==> src/rtl/pipe_pkg.sv <==
// Shared types for the execute-stage forwarding and hazard logic.
// A tag describes one in-flight instruction's destination; a src record describes EX operands.
package pipe_pkg;

   localparam int RA_W = 4;
   localparam int VA_W = 3;
   localparam int D_W  = 32;
   localparam int VD_W = 128;

   typedef struct packed {
      logic            valid;
      logic            we;
      logic            vec;
      logic [RA_W-1:0] rd;
      logic            is_load;
   } fwd_tag_t;

   typedef struct packed {
      logic [RA_W-1:0] rs1;
      logic [RA_W-1:0] rs2;
      logic            vec1;
      logic            vec2;
   } fwd_src_t;

   // Vector addresses compare only their low VA_W bits; scalar r0 never matches.
   function automatic logic tag_match(input logic [RA_W-1:0] src,
                                      input logic            svec,
                                      input fwd_tag_t        t);
      logic addr_eq;
      addr_eq = svec ? (t.rd[VA_W-1:0] == src[VA_W-1:0]) : (t.rd == src);
      return t.valid & t.we & (t.vec == svec) & addr_eq & (svec | (src != '0));
   endfunction

endpackage

==> src/rtl/fwd_operand_sel.sv <==
// One-operand forwarding matcher and bypass mux against the MEM and WB tags.
// Scalar sources drive only the scalar output, vector sources only the vector output.
module fwd_operand_sel
   import pipe_pkg::*;
(
   input  logic [RA_W-1:0] src,
   input  logic            svec,
   input  fwd_tag_t        mem_t,
   input  fwd_tag_t        wb_t,
   input  logic [D_W-1:0]  mem_result,
   input  logic [VD_W-1:0] mem_vresult,
   input  logic [D_W-1:0]  wb_result,
   input  logic [VD_W-1:0] wb_vresult,
   output logic            fwd,
   output logic [D_W-1:0]  data,
   output logic [VD_W-1:0] vdata
);

   logic hit_mem;
   logic hit_wb;

   // A load in MEM only holds its address, so it can never be a bypass source.
   assign hit_mem = tag_match(src, svec, mem_t) & ~mem_t.is_load;
   assign hit_wb  = tag_match(src, svec, wb_t);

   always_comb begin
      fwd   = 1'b0;
      data  = '0;
      vdata = '0;
      if (hit_mem) begin
         fwd = 1'b1;
         if (svec) vdata = mem_vresult;
         else      data  = mem_result;
      end else if (hit_wb) begin
         fwd = 1'b1;
         if (svec) vdata = wb_vresult;
         else      data  = wb_result;
      end
   end

endmodule

==> src/rtl/fwd_hazard_unit.sv <==
// Operand forwarding and load-use hazard unit feeding the execute stage.
// Keeps a shadow tag pipeline for EX/MEM/WB and stalls decode one cycle on load-use.
module fwd_hazard_unit
   import pipe_pkg::*;
#(
   parameter int CNT_W = 16
) (
   input  logic             clk,
   input  logic             rst_n,
   input  logic             id_valid,
   input  logic [RA_W-1:0]  id_rs1,
   input  logic [RA_W-1:0]  id_rs2,
   input  logic             id_rs1_vec,
   input  logic             id_rs2_vec,
   input  logic [RA_W-1:0]  id_rd,
   input  logic             id_rd_vec,
   input  logic             id_we,
   input  logic             id_is_load,
   input  logic             flush,
   input  logic [D_W-1:0]   mem_result,
   input  logic [VD_W-1:0]  mem_vresult,
   input  logic [D_W-1:0]   wb_result,
   input  logic [VD_W-1:0]  wb_vresult,
   output logic             OpAForward,
   output logic             OpBForward,
   output logic [D_W-1:0]   forwarded1,
   output logic [D_W-1:0]   forwarded2,
   output logic [VD_W-1:0]  forwardedV1,
   output logic [VD_W-1:0]  forwardedV2,
   output logic             stall,
   output logic             ex_bubble,
   output logic [CNT_W-1:0] stall_cnt
);

   fwd_tag_t ex_t;
   fwd_tag_t mem_t;
   fwd_tag_t wb_t;
   fwd_src_t ex_src;

   // The load's result only exists at WB, so a dependent in decode waits one cycle.
   assign stall = id_valid & ~flush & ex_t.is_load &
                  (tag_match(id_rs1, id_rs1_vec, ex_t) | tag_match(id_rs2, id_rs2_vec, ex_t));

   assign ex_bubble = ~ex_t.valid;

   always_ff @(posedge clk or negedge rst_n) begin
      if (!rst_n) begin
         ex_t   <= '0;
         mem_t  <= '0;
         wb_t   <= '0;
         ex_src <= '0;
      end else begin
         wb_t  <= mem_t;
         mem_t <= ex_t;
         if (flush || stall) begin
            ex_t <= '0;
         end else begin
            ex_t   <= '{valid: id_valid, we: id_we, vec: id_rd_vec, rd: id_rd, is_load: id_is_load};
            ex_src <= '{rs1: id_rs1, rs2: id_rs2, vec1: id_rs1_vec, vec2: id_rs2_vec};
         end
      end
   end

   always_ff @(posedge clk or negedge rst_n) begin
      if (!rst_n) begin
         stall_cnt <= '0;
      end else if (stall && (stall_cnt != '1)) begin
         stall_cnt <= stall_cnt + 1'b1;
      end
   end

   fwd_operand_sel u_sel_a (
      .src         (ex_src.rs1),
      .svec        (ex_src.vec1),
      .mem_t       (mem_t),
      .wb_t        (wb_t),
      .mem_result  (mem_result),
      .mem_vresult (mem_vresult),
      .wb_result   (wb_result),
      .wb_vresult  (wb_vresult),
      .fwd         (OpAForward),
      .data        (forwarded1),
      .vdata       (forwardedV1)
   );

   fwd_operand_sel u_sel_b (
      .src         (ex_src.rs2),
      .svec        (ex_src.vec2),
      .mem_t       (mem_t),
      .wb_t        (wb_t),
      .mem_result  (mem_result),
      .mem_vresult (mem_vresult),
      .wb_result   (wb_result),
      .wb_vresult  (wb_vresult),
      .fwd         (OpBForward),
      .data        (forwarded2),
      .vdata       (forwardedV2)
   );

endmodule
==> config.mk <==
export PLATFORM = sky130hd
export DESIGN_NAME = fwd_hazard_unit
export DESIGN_NICKNAME = d
export VERILOG_FILES = /design/src/rtl/pipe_pkg.sv /design/src/rtl/fwd_operand_sel.sv /design/src/rtl/fwd_hazard_unit.sv
export SDC_FILE = /design/constraint.sdc
export NUM_CORES = 1
export LEC_CHECK = 0
export ABC_CLOCK_PERIOD_IN_PS = 6000
export CORE_AREA = 4 4 263 265
export DETAILED_ROUTE_END_ITERATION = 8
export DIE_AREA = 0 0 267 269
export GPL_TIMING_DRIVEN = 0
export PLACE_DENSITY_LB_ADDON = 0.05
export SYNTH_ARGS = -nofsm -noshare
export SYNTH_HDL_FRONTEND = slang
export SYNTH_HIERARCHICAL = 1
export SYNTH_SLANG_ARGS = --single-unit
==> constraint.sdc <==
create_clock -name clk -period 6 [get_ports clk]
set_input_delay 1.2 -clock clk [delete_from_list [all_inputs] [get_ports clk]]
set_output_delay 1.2 -clock clk [all_outputs]
set_load 0.005 [all_outputs]
== Word level (Yosys, flattened, before mapping) ==
Index checks and enable logic that the tools add are counted.

* Word-level logic and storage cells: 106
* Bits in registers: 49
* Bits of input ports: 341
* Output and inout port bits: 340

* Eq/ne operators: 19
* Reductions and logical operators: 6
* Multiplexer cells: 27
* Add/sub/neg operators: 1
* Bitwise logic cells: 34

{| class="wikitable"
|+ Operators by type and width
! operator !! count
|-
| $mux 128 || 8
|-
| $mux 32 || 8
|-
| $and 1x1->1 || 26
|-
| $eq 4x4->1 || 6
|-
| $eq 3x3->1 || 6
|-
| $add 16x1->16 const B || 1
|-
| $ne 16x16->1 const B || 1
|-
| $reduce_bool 4->1 || 4
|-
| $mux 1 || 10
|-
| $mux 8 || 1
|-
| $eq 1x1->1 || 6
|-
| $or 1x1->1 || 5
|-
| $not 1->1 || 3
|-
| $logic_and 1x1->1 || 1
|-
| $logic_or 1x1->1 || 1
|}

== Depth between registers and ports, before layout ==
Gate-level depths: netlist of run 1.

* Word-level depth: 8
* Gate-level depth with buffers: 9
* Mapped depth without buffers: 6

== Hierarchy ==
The synthesis of run 1 kept the hierarchy.

{| class="wikitable"
|+ Modules (own cells, without submodules)
! module !! cells an instance !! seq. area each (µm²) !! instances !! area each (µm²)
|-
| fwd_operand_sel || 593 || 0.0 || 2 || 3214.3
|-
| fwd_hazard_unit || 154 || 1251.2 || 1 || 2016.9
|}

== Least setup slack after synthesis of run 1 ==
Ideal clock, no wire load.

* Kind: input to output
* Start: input port id_rs1[1]
* End: output port stall
* Arrival: 2358 ps
* Setup slack: 2442 ps
* Data required time: 4800 ps
* Buffers on the path: 1
* Stages: 5
* Cells stage by stage: xnor2_1 nand2_1 o41ai_4 buf_2 and2_1

* Cells in the longest elaborated chain, start to end: 6
* Elaborated cells between the ends (all ways): 9

{| class="wikitable"
|+ RTL lines
! item !! RTL line !! source
|-
| start, declared || fwd_hazard_unit.sv:11 || <nowiki>input logic [RA_W-1:0] id_rs1,</nowiki>
|-
| $eq 4x4->1 or $eq 3x3->1 (tied branches) || pipe_pkg.sv:30 || <nowiki>addr_eq = svec ? (t.rd[VA_W-1:0] == src[VA_W-1:0]) : (t.rd == src);</nowiki>
|-
| $mux 1 || pipe_pkg.sv:30 ||
|-
| $and 1x1->1 || pipe_pkg.sv:31 || <nowiki>return t.valid & t.we & (t.vec == svec) & addr_eq & (svec | (src != '0));</nowiki>
|-
| $and 1x1->1 * || pipe_pkg.sv:31 ||
|-
| $or 1x1->1 * || fwd_hazard_unit.sv:42 || <nowiki>(tag_match(id_rs1, id_rs1_vec, ex_t) | tag_match(id_rs2, id_rs2_vec, ex_t));</nowiki>
|-
| $and 1x1->1 * || fwd_hazard_unit.sv:41 || <nowiki>assign stall = id_valid & ~flush & ex_t.is_load &</nowiki>
|-
| end, declared || fwd_hazard_unit.sv:30 || <nowiki>output logic stall,</nowiki>
|}

Every way passes the cells marked *; elsewhere a longest branch is shown, timed or not.

== Worst setup path after layout of run 1 ==
* Start: register ex_src[0] (netlist bit)
* End: output port forwardedV2[94]

* Cells in the longest elaborated chain, start to end: 6
* Elaborated cells between the ends (all ways): 16

{| class="wikitable"
|+ RTL lines
! item !! RTL line !! source
|-
| start, declared || fwd_hazard_unit.sv:38 || <nowiki>fwd_src_t ex_src;</nowiki>
|-
| start signal, assigned || fwd_hazard_unit.sv:59 || <nowiki>ex_src <= '{rs1: id_rs1, rs2: id_rs2, vec1: id_rs1_vec, vec2: id_rs2_vec};</nowiki>
|-
| $eq 1x1->1 || pipe_pkg.sv:31 ||
|-
| $and 1x1->1 (3 in series) || pipe_pkg.sv:31 ||
|-
| $mux 128 or $and 1x1->1 (tied branches) || fwd_operand_sel.sv:34, fwd_operand_sel.sv:23 ||
|-
| $mux 128 * || fwd_operand_sel.sv:30 || <nowiki>if (hit_mem) begin</nowiki>
|-
| end, declared || fwd_hazard_unit.sv:29 || <nowiki>output logic [VD_W-1:0] forwardedV2,</nowiki>
|}

Marked as above.

==> run metrics, run 1 <==
result of the run finished with violations; violations in the final reports max-capacitance violations, max-slew violations; worst rel slew slack -2.55%; clock insertion delay at the later pin of the skew report 0.29 ns; Die Wd 267 µm; synthesized area 8420 µm²; post-detailed-route DRC marker count 0; number of detailed-route iterations in the first pass 6; Largest stage delay, worst path 1.18 ns; GRT Resource Usage Total 20.6%; buffers and inverters on the worst path 4; Crit path depth 6; register-to-register setup slack 3.65 ns; Crit path required time 4.80 ns; number of antenna violations at the first check in global routing 19; most repeated library cell on the critical path sky130_fd_sc_hd__clkbuf_1; Tmin final 5.35 ns; net switching power of the design 475 µW; Hold Crit Start ex_t[6]; cell depth of the worst min-delay path 0; die footprint 71800 µm²; minimum setup slack in the final design 0.648 ns; post-route antenna net violation count 0; Filler Cell Count 7456; routing layer with the top usage in global route met2; clock power share 25.3%; type of element launching the critical path flop; Setup Fix Bufs, Post-CTS 0; Flop pwr share 27.8%; Setup TNS 0 ns; Cells after Synth 1339; cell-by-cell listing of the critical path clkbuf_1 > clkbuf_1 > clkbuf_1 > nand3_1 > o21ai_1 > clkdlybuf4s50_1; ratio of final minimum period to clock period 89.2%; actual transition at the worst max-transition pin 1.54 ns; slowest cell on the critical path sky130_fd_sc_hd__clkbuf_1; WL per Instance 27.7 µm; crit path capture forwardedV2[94]; average cell area after synthesis 6.29 µm²; max-slew violation count 11; switching power as a share of total power 36.2%; Int Power 837 µW; input/output buffers 680; CTS tree yes; worst r2r dst ex_src[8]; ratio of routed vias to standard cells 4.76; number of buffers created by CTS 5; count of warnings emitted by yosys 6; deepest clock path buffer count 2; global-route wire length before repair 109000 µm; minimum setup slack after placement 1.02 ns; CORE AREA 66800 µm²; Worst setup EP type output pin; launching point of the worst reg2reg path ex_t[5]; power density relative to cell area 79.1 nW/µm²; met3 track demand over resource in global routing 6.39%; number of global-route vias before repair 13.9k; clock skew after layout 0.0132 ns; share of final-layout standard cells stronger than drive strength 1 4.53%; RSZ-0062 raised after global routing false; net count reported at finish 2371; worst-path maximum fanout 10; worst setup path class reg2out; global routing usage on met2 35.5%; clock-pin slew of the registers on the worst-case setup and hold paths 0.07 ns; hold buffer count at CTS 0; arrival time reported for the critical path endpoint 4.15 ns; Routability Congestion 0.888; DP Wirelength 64400 µm; Syn Nets 1681; aggregate global routing overflow 0; H-tree level count 2; number of sinks on the clock net 49; beginning of the critical path ex_src[0]; area grow syn2layout 97.0%; highest clock rate 0.187 GHz; initial core utilization 12.6%; maximum number of pins on one net before global-route repair 28; reported max-cap violation count 1; cell chosen for the clock root sky130_fd_sc_hd__clkbuf_16; number of cells on the worst reg-to-reg path 7; maximum vdd drop 0.112 mV; leakage dissipation 5.19 nW; floorplan die height 269 µm; Via Count 13.9k; Iteration-0 DRC Markers 1444; total I/O pin count 681; Comb power frac 46.8%; wirelength, routed 80800 µm; Final Hold Fails 0; number of core rows 95; family of cells with the greatest summed delay on the critical path buffers and inverters; Min-Delay Path Class reg2reg; post-cts sizing count 0; met1 Use GR 25.2%; Final setup violation count 0
[layout make-up]
class                      instances  area [µm²]  area share [%]
timing repair buffer             683        6850            41.3
multi-input combinational       1113        6250            37.7
sequential                        49        1230            7.39
tap                              873        1090            6.58
buffer                           175         950            5.72
clock buffer                       5         125           0.754
clock inverter                     3        48.8           0.294
antenna                           13        32.5           0.196
inverter                           2        7.51          0.0453
[worst register-to-register path, stage by stage, from the launching register on]
cell                      delay, ns
sky130_fd_sc_hd__dfrtp_1       0.44
sky130_fd_sc_hd__inv_1         0.08
sky130_fd_sc_hd__a21oi_1       0.14
sky130_fd_sc_hd__nand2_1       0.10
sky130_fd_sc_hd__o41ai_4       0.69
sky130_fd_sc_hd__a31oi_4       0.27
sky130_fd_sc_hd__buf_6         0.22
sky130_fd_sc_hd__mux2_4        0.29
[metal layers]
layer | wire length (µm) | vias to the layer above | share of wire [%]
li1 | - | 6342 | -
met1 | 32300 | 6768 | 40
met2 | 39400 | 671 | 49
met3 | 7130 | 91 | 8.8
met4 | 1830 | 14 | 2.3
met5 | 95 | - | 0.12
[stage by stage]
step / area (µm²) / hold WS (ns) / power (mW) / utilization (%) / std cells
5_1_grt: 16600 / 0.390 / 1.38 / 24.8 / 2913
2_1_floorplan: 8420 / 0.354 / 0.555 / - / 1339
6_report: 16600 / 0.381 / 1.31 / 24.8 / 2916
3_3_place_gp: 16300 / 0.369 / 0.984 / 24.4 / 2892
4_1_cts: 16600 / 0.385 / 1.33 / 24.8 / 2903
3_5_place_dp: 16400 / 0.368 / 0.986 / 24.5 / 2895
[power groups by stage]
stage               Combinational, mW  Clock (mW)  Sequential (mW)
floorplan                       0.190           0            0.365
detailed placement              0.613           0            0.373
finish                          0.615       0.333            0.365
global placement                0.610           0            0.373
global route                    0.650       0.358            0.368
CTS                             0.616       0.344            0.366
[sequential cells by signal (all words and copies together), names as in the netlist]
register,count
ex_src,10
ex_t,8
wb_t,7
stall_cnt,16
mem_t,8
[placed cells by master (no fill, tap or decap), types with 7 or more instances in the layout]
cell type,n
sky130_fd_sc_hd__clkdlybuf4s50_1,679
sky130_fd_sc_hd__xnor2_1,20
sky130_fd_sc_hd__nand3b_1,67
sky130_fd_sc_hd__buf_6,37
sky130_fd_sc_hd__nand3_1,523
sky130_fd_sc_hd__nand4_1,15
sky130_fd_sc_hd__diode_2,13
sky130_fd_sc_hd__and2_1,9
sky130_fd_sc_hd__o21ai_2,10
sky130_fd_sc_hd__xor2_1,15
sky130_fd_sc_hd__buf_1,24
sky130_fd_sc_hd__a21boi_0,20
sky130_fd_sc_hd__nor2_1,7
sky130_fd_sc_hd__nand4b_1,38
sky130_fd_sc_hd__clkbuf_1,102
sky130_fd_sc_hd__o21ai_0,34
sky130_fd_sc_hd__buf_2,11
sky130_fd_sc_hd__dfrtp_1,49
sky130_fd_sc_hd__mux2_2,11
sky130_fd_sc_hd__nand2_1,66
sky130_fd_sc_hd__o21ai_1,234
[worst min path at each step]
stage	end
2_1_floorplan	mem_t[6]
3_3_place_gp	mem_t[6]
3_5_place_dp	mem_t[6]
4_1_cts	mem_t[6]
5_1_grt	mem_t[6]
6_report	mem_t[6]
Note: power is estimated with default switching activity, not from simulation.
==> run 2, diff against run 1 <==
Settings changed: MAX_ROUTING_LAYER set to met4.
==> run 2 against run 1 <==
  * The flow now finishes without violations
  * Clock power fell by 14%
  * Register-to-register slack barely moved
  * Combinational power barely moved
  * Highest routed layer is now met4
  * Total power fell by 3.6%
  * Critical endpoint is now forwardedV2[59]
  * Cell area rose by 0.11%
  * Via count rose by 0.11%
  * Critical path depth did not move
  * First-iteration DRC count fell by 17%
  * Utilization barely moved
==> run metrics, run 2 (synthesis gave the netlist of run 1 again) <==
clock skew after layout 0.00444 ns (-0.00872 ns); max-slew violation count 0 (-11); worst rel slew slack 4.74% (+7.3 points); CORE AREA 66800 µm² (unchanged); deepest clock path buffer count 2 (unchanged); Final setup violation count 0 (unchanged); GRT Resource Usage Total 21.3% (+0.67 points); floorplan die height 269 µm (unchanged); leakage dissipation 5.19 nW (-0.14%); clock insertion delay at the later pin of the skew report 0.29 ns (about the same); global-route wire length before repair 109000 µm (+0.26%); Comb power frac 48.6% (+1.8 points); number of detailed-route iterations in the first pass 5 (-1); wire length the detailed router placed on met1 32700 µm (+1.3%); RSZ-0062 raised after global routing false; Crit path required time 4.80 ns (about the same); ratio of final minimum period to clock period 88.1% (-1.1 points); number of sinks on the clock net 49 (unchanged); share of final-layout standard cells stronger than drive strength 1 4.53% (unchanged); arrival time reported for the critical path endpoint 4.08 ns (-0.07 ns); DP Wirelength 64500 µm (+0.11%); actual transition at the worst max-transition pin 1.43 ns (-0.109 ns); number of antenna violations at the first check in global routing 26 (+7); post-cts sizing count 0 (unchanged); switching power as a share of total power 37.3% (+1.1 points); Post-Layout Cell Count 2929 (+0.45%); Die Wd 267 µm (unchanged); H-tree level count 2 (unchanged); post-route antenna net violation count 0 (unchanged); number of core rows 95 (unchanged); Filler Cell Count 7444 (-0.16%); Cells after DPL 2895 (unchanged); Routability Congestion 0.893 (+0.51%); net switching power of the design 472 µW (-0.72%); result of the run completed; total I/O pin count 681 (unchanged); power density relative to cell area 76.2 nW/µm² (-3.7%); highest metal used met4; worst setup path class reg2out; Setup TNS 0 ns (unchanged); input/output buffers 680 (unchanged); WL per Instance 27.6 µm (-0.47%); post-layout total power 1.26 mW (-3.6%); Flop pwr share 28.9% (+1.1 points); max FFs per register 16 (unchanged); worst-path maximum fanout 10 (unchanged); wirelength, routed 80800 µm (about the same); Iteration-0 DRC Markers 1199 (-17%); Worst setup EP type output pin; number of buffers created by CTS 5 (unchanged); type of element launching the critical path flop; Min-Delay Path Class reg2reg; detailed-routed wire length on met2 38800 µm (-1.6%); number of global-route vias before repair 14.0k (+0.71%); clock power share 22.5% (-2.8 points); Setup Fix Bufs, Post-CTS 0 (unchanged); clock-pin slew of the registers on the worst-case setup and hold paths 0.07 ns (about the same); net count reported at finish 2371 (unchanged); Int Power 793 µW (-5.3%); Util after Layout 24.9% (+0.026 points); area grow syn2layout 97.2%; CTS tree yes; most frequent cells in the layout sky130_fd_sc_hd__clkdlybuf4s50_1, sky130_fd_sc_hd__nand3_1, sky130_fd_sc_hd__o21ai_1; initial core utilization 12.6% (unchanged); largest registers stall_cnt x16, ex_src x10; Worst Hold Margin 0.378 ns (-0.00310 ns); reported max-cap violation count 0 (-1); Via Count 13.9k (+0.11%); maximum number of pins on one net before global-route repair 29 (+3.6%); cell chosen for the clock root sky130_fd_sc_hd__clkbuf_16; register with the most flip-flops stall_cnt; met3 WL 7010 µm (-1.7%); ratio of routed vias to standard cells 4.75 (-0.34%); maximum vdd drop 0.126 mV (+13%); Final Hold Fails 0 (unchanged); highest clock rate 0.189 GHz (+1.3%); Tmin final 5.28 ns (-0.0674 ns); die footprint 71800 µm² (unchanged); aggregate global routing overflow 0 (unchanged); post-detailed-route DRC marker count 0 (unchanged); most common cell after layout, fill and taps aside sky130_fd_sc_hd__clkdlybuf4s50_1; hold buffer count at CTS 0 (unchanged)
## run 2: cell count changes in the layout (fill, tap and decap cells not counted)
cell	change
sky130_fd_sc_hd__diode_2	+13
sky130_fd_sc_hd__buf_16	+1
sky130_fd_sc_hd__buf_8	-1
sky130_fd_sc_hd__bufinv_16	-1
sky130_fd_sc_hd__clkinv_2	+1
sky130_fd_sc_hd__inv_6	+1
sky130_fd_sc_hd__inv_8	-1
## run 2: worst paths after layout
kind                           start               to  slack [ns]  cells after the start
min in group asynchronous      rst_n     stall_cnt[1]        0.89                      1
setup reg to reg             ex_t[5]        ex_src[8]        3.65                      7
max in group asynchronous      rst_n        ex_src[1]        4.55                      2
hold reg to reg              ex_t[6]         mem_t[6]        0.38                      0
hold / removal               ex_t[6]         mem_t[6]        0.38                      0
setup / recovery           ex_src[0]  forwardedV2[59]        0.72                      6
## run 2: critical path, stage by stage (launching register included)
cell and delay (ns):
sky130_fd_sc_hd__dfrtp_1 0.46, sky130_fd_sc_hd__clkbuf_1 0.61, sky130_fd_sc_hd__clkbuf_1 1.10, sky130_fd_sc_hd__clkbuf_1 0.53, sky130_fd_sc_hd__nand3_1 0.13, sky130_fd_sc_hd__o21ai_1 0.37
sky130_fd_sc_hd__clkdlybuf4s50_1 0.59
## run 2: power groups by stage
stage | registers [mW] | logic, mW | clock network [mW]
floorplan | 0.365 | 0.190 | 0
global placement | 0.373 | 0.610 | 0
detailed placement | 0.373 | 0.614 | 0
CTS | 0.367 | 0.617 | 0.296
global route | 0.369 | 0.653 | 0.310
finish | 0.366 | 0.615 | 0.285
## run 2: layout make-up
type | count | area, µm² | share of cell area (%)
clock buffers | 5 | 125 | 0.753
inverters | 2 | 7.51 | 0.0452
diodes | 26 | 65.1 | 0.392
multi-input cells | 1113 | 6250 | 37.7
flip-flops and latches | 49 | 1230 | 7.38
plain buffers | 175 | 950 | 5.72
repair buffers | 683 | 6860 | 41.3
clock inverters | 3 | 21.3 | 0.128
well taps | 873 | 1090 | 6.58
## run 2: through the flow
stage               setup slack [ns]  instance area [µm²]
floorplan                       2.44                 8420
global placement               0.570                16300
detailed placement             0.966                16400
CTS                            0.645                16500
global route                   0.537                16600
finish                         0.715                16600
## run 2: metal layers
layer	track usage [%]	vias up
met5	-	-
met4	6.57	0
li1	-	6356
met3	6.48	80
met1	25.3	6775
met2	34.8	690
==> run 3, diff against run 2 <==
Settings changed: ABC_AREA set to 0.
==> results of run 3 <==
The final DEF is identical to that of run 2; final timing and power are the same.
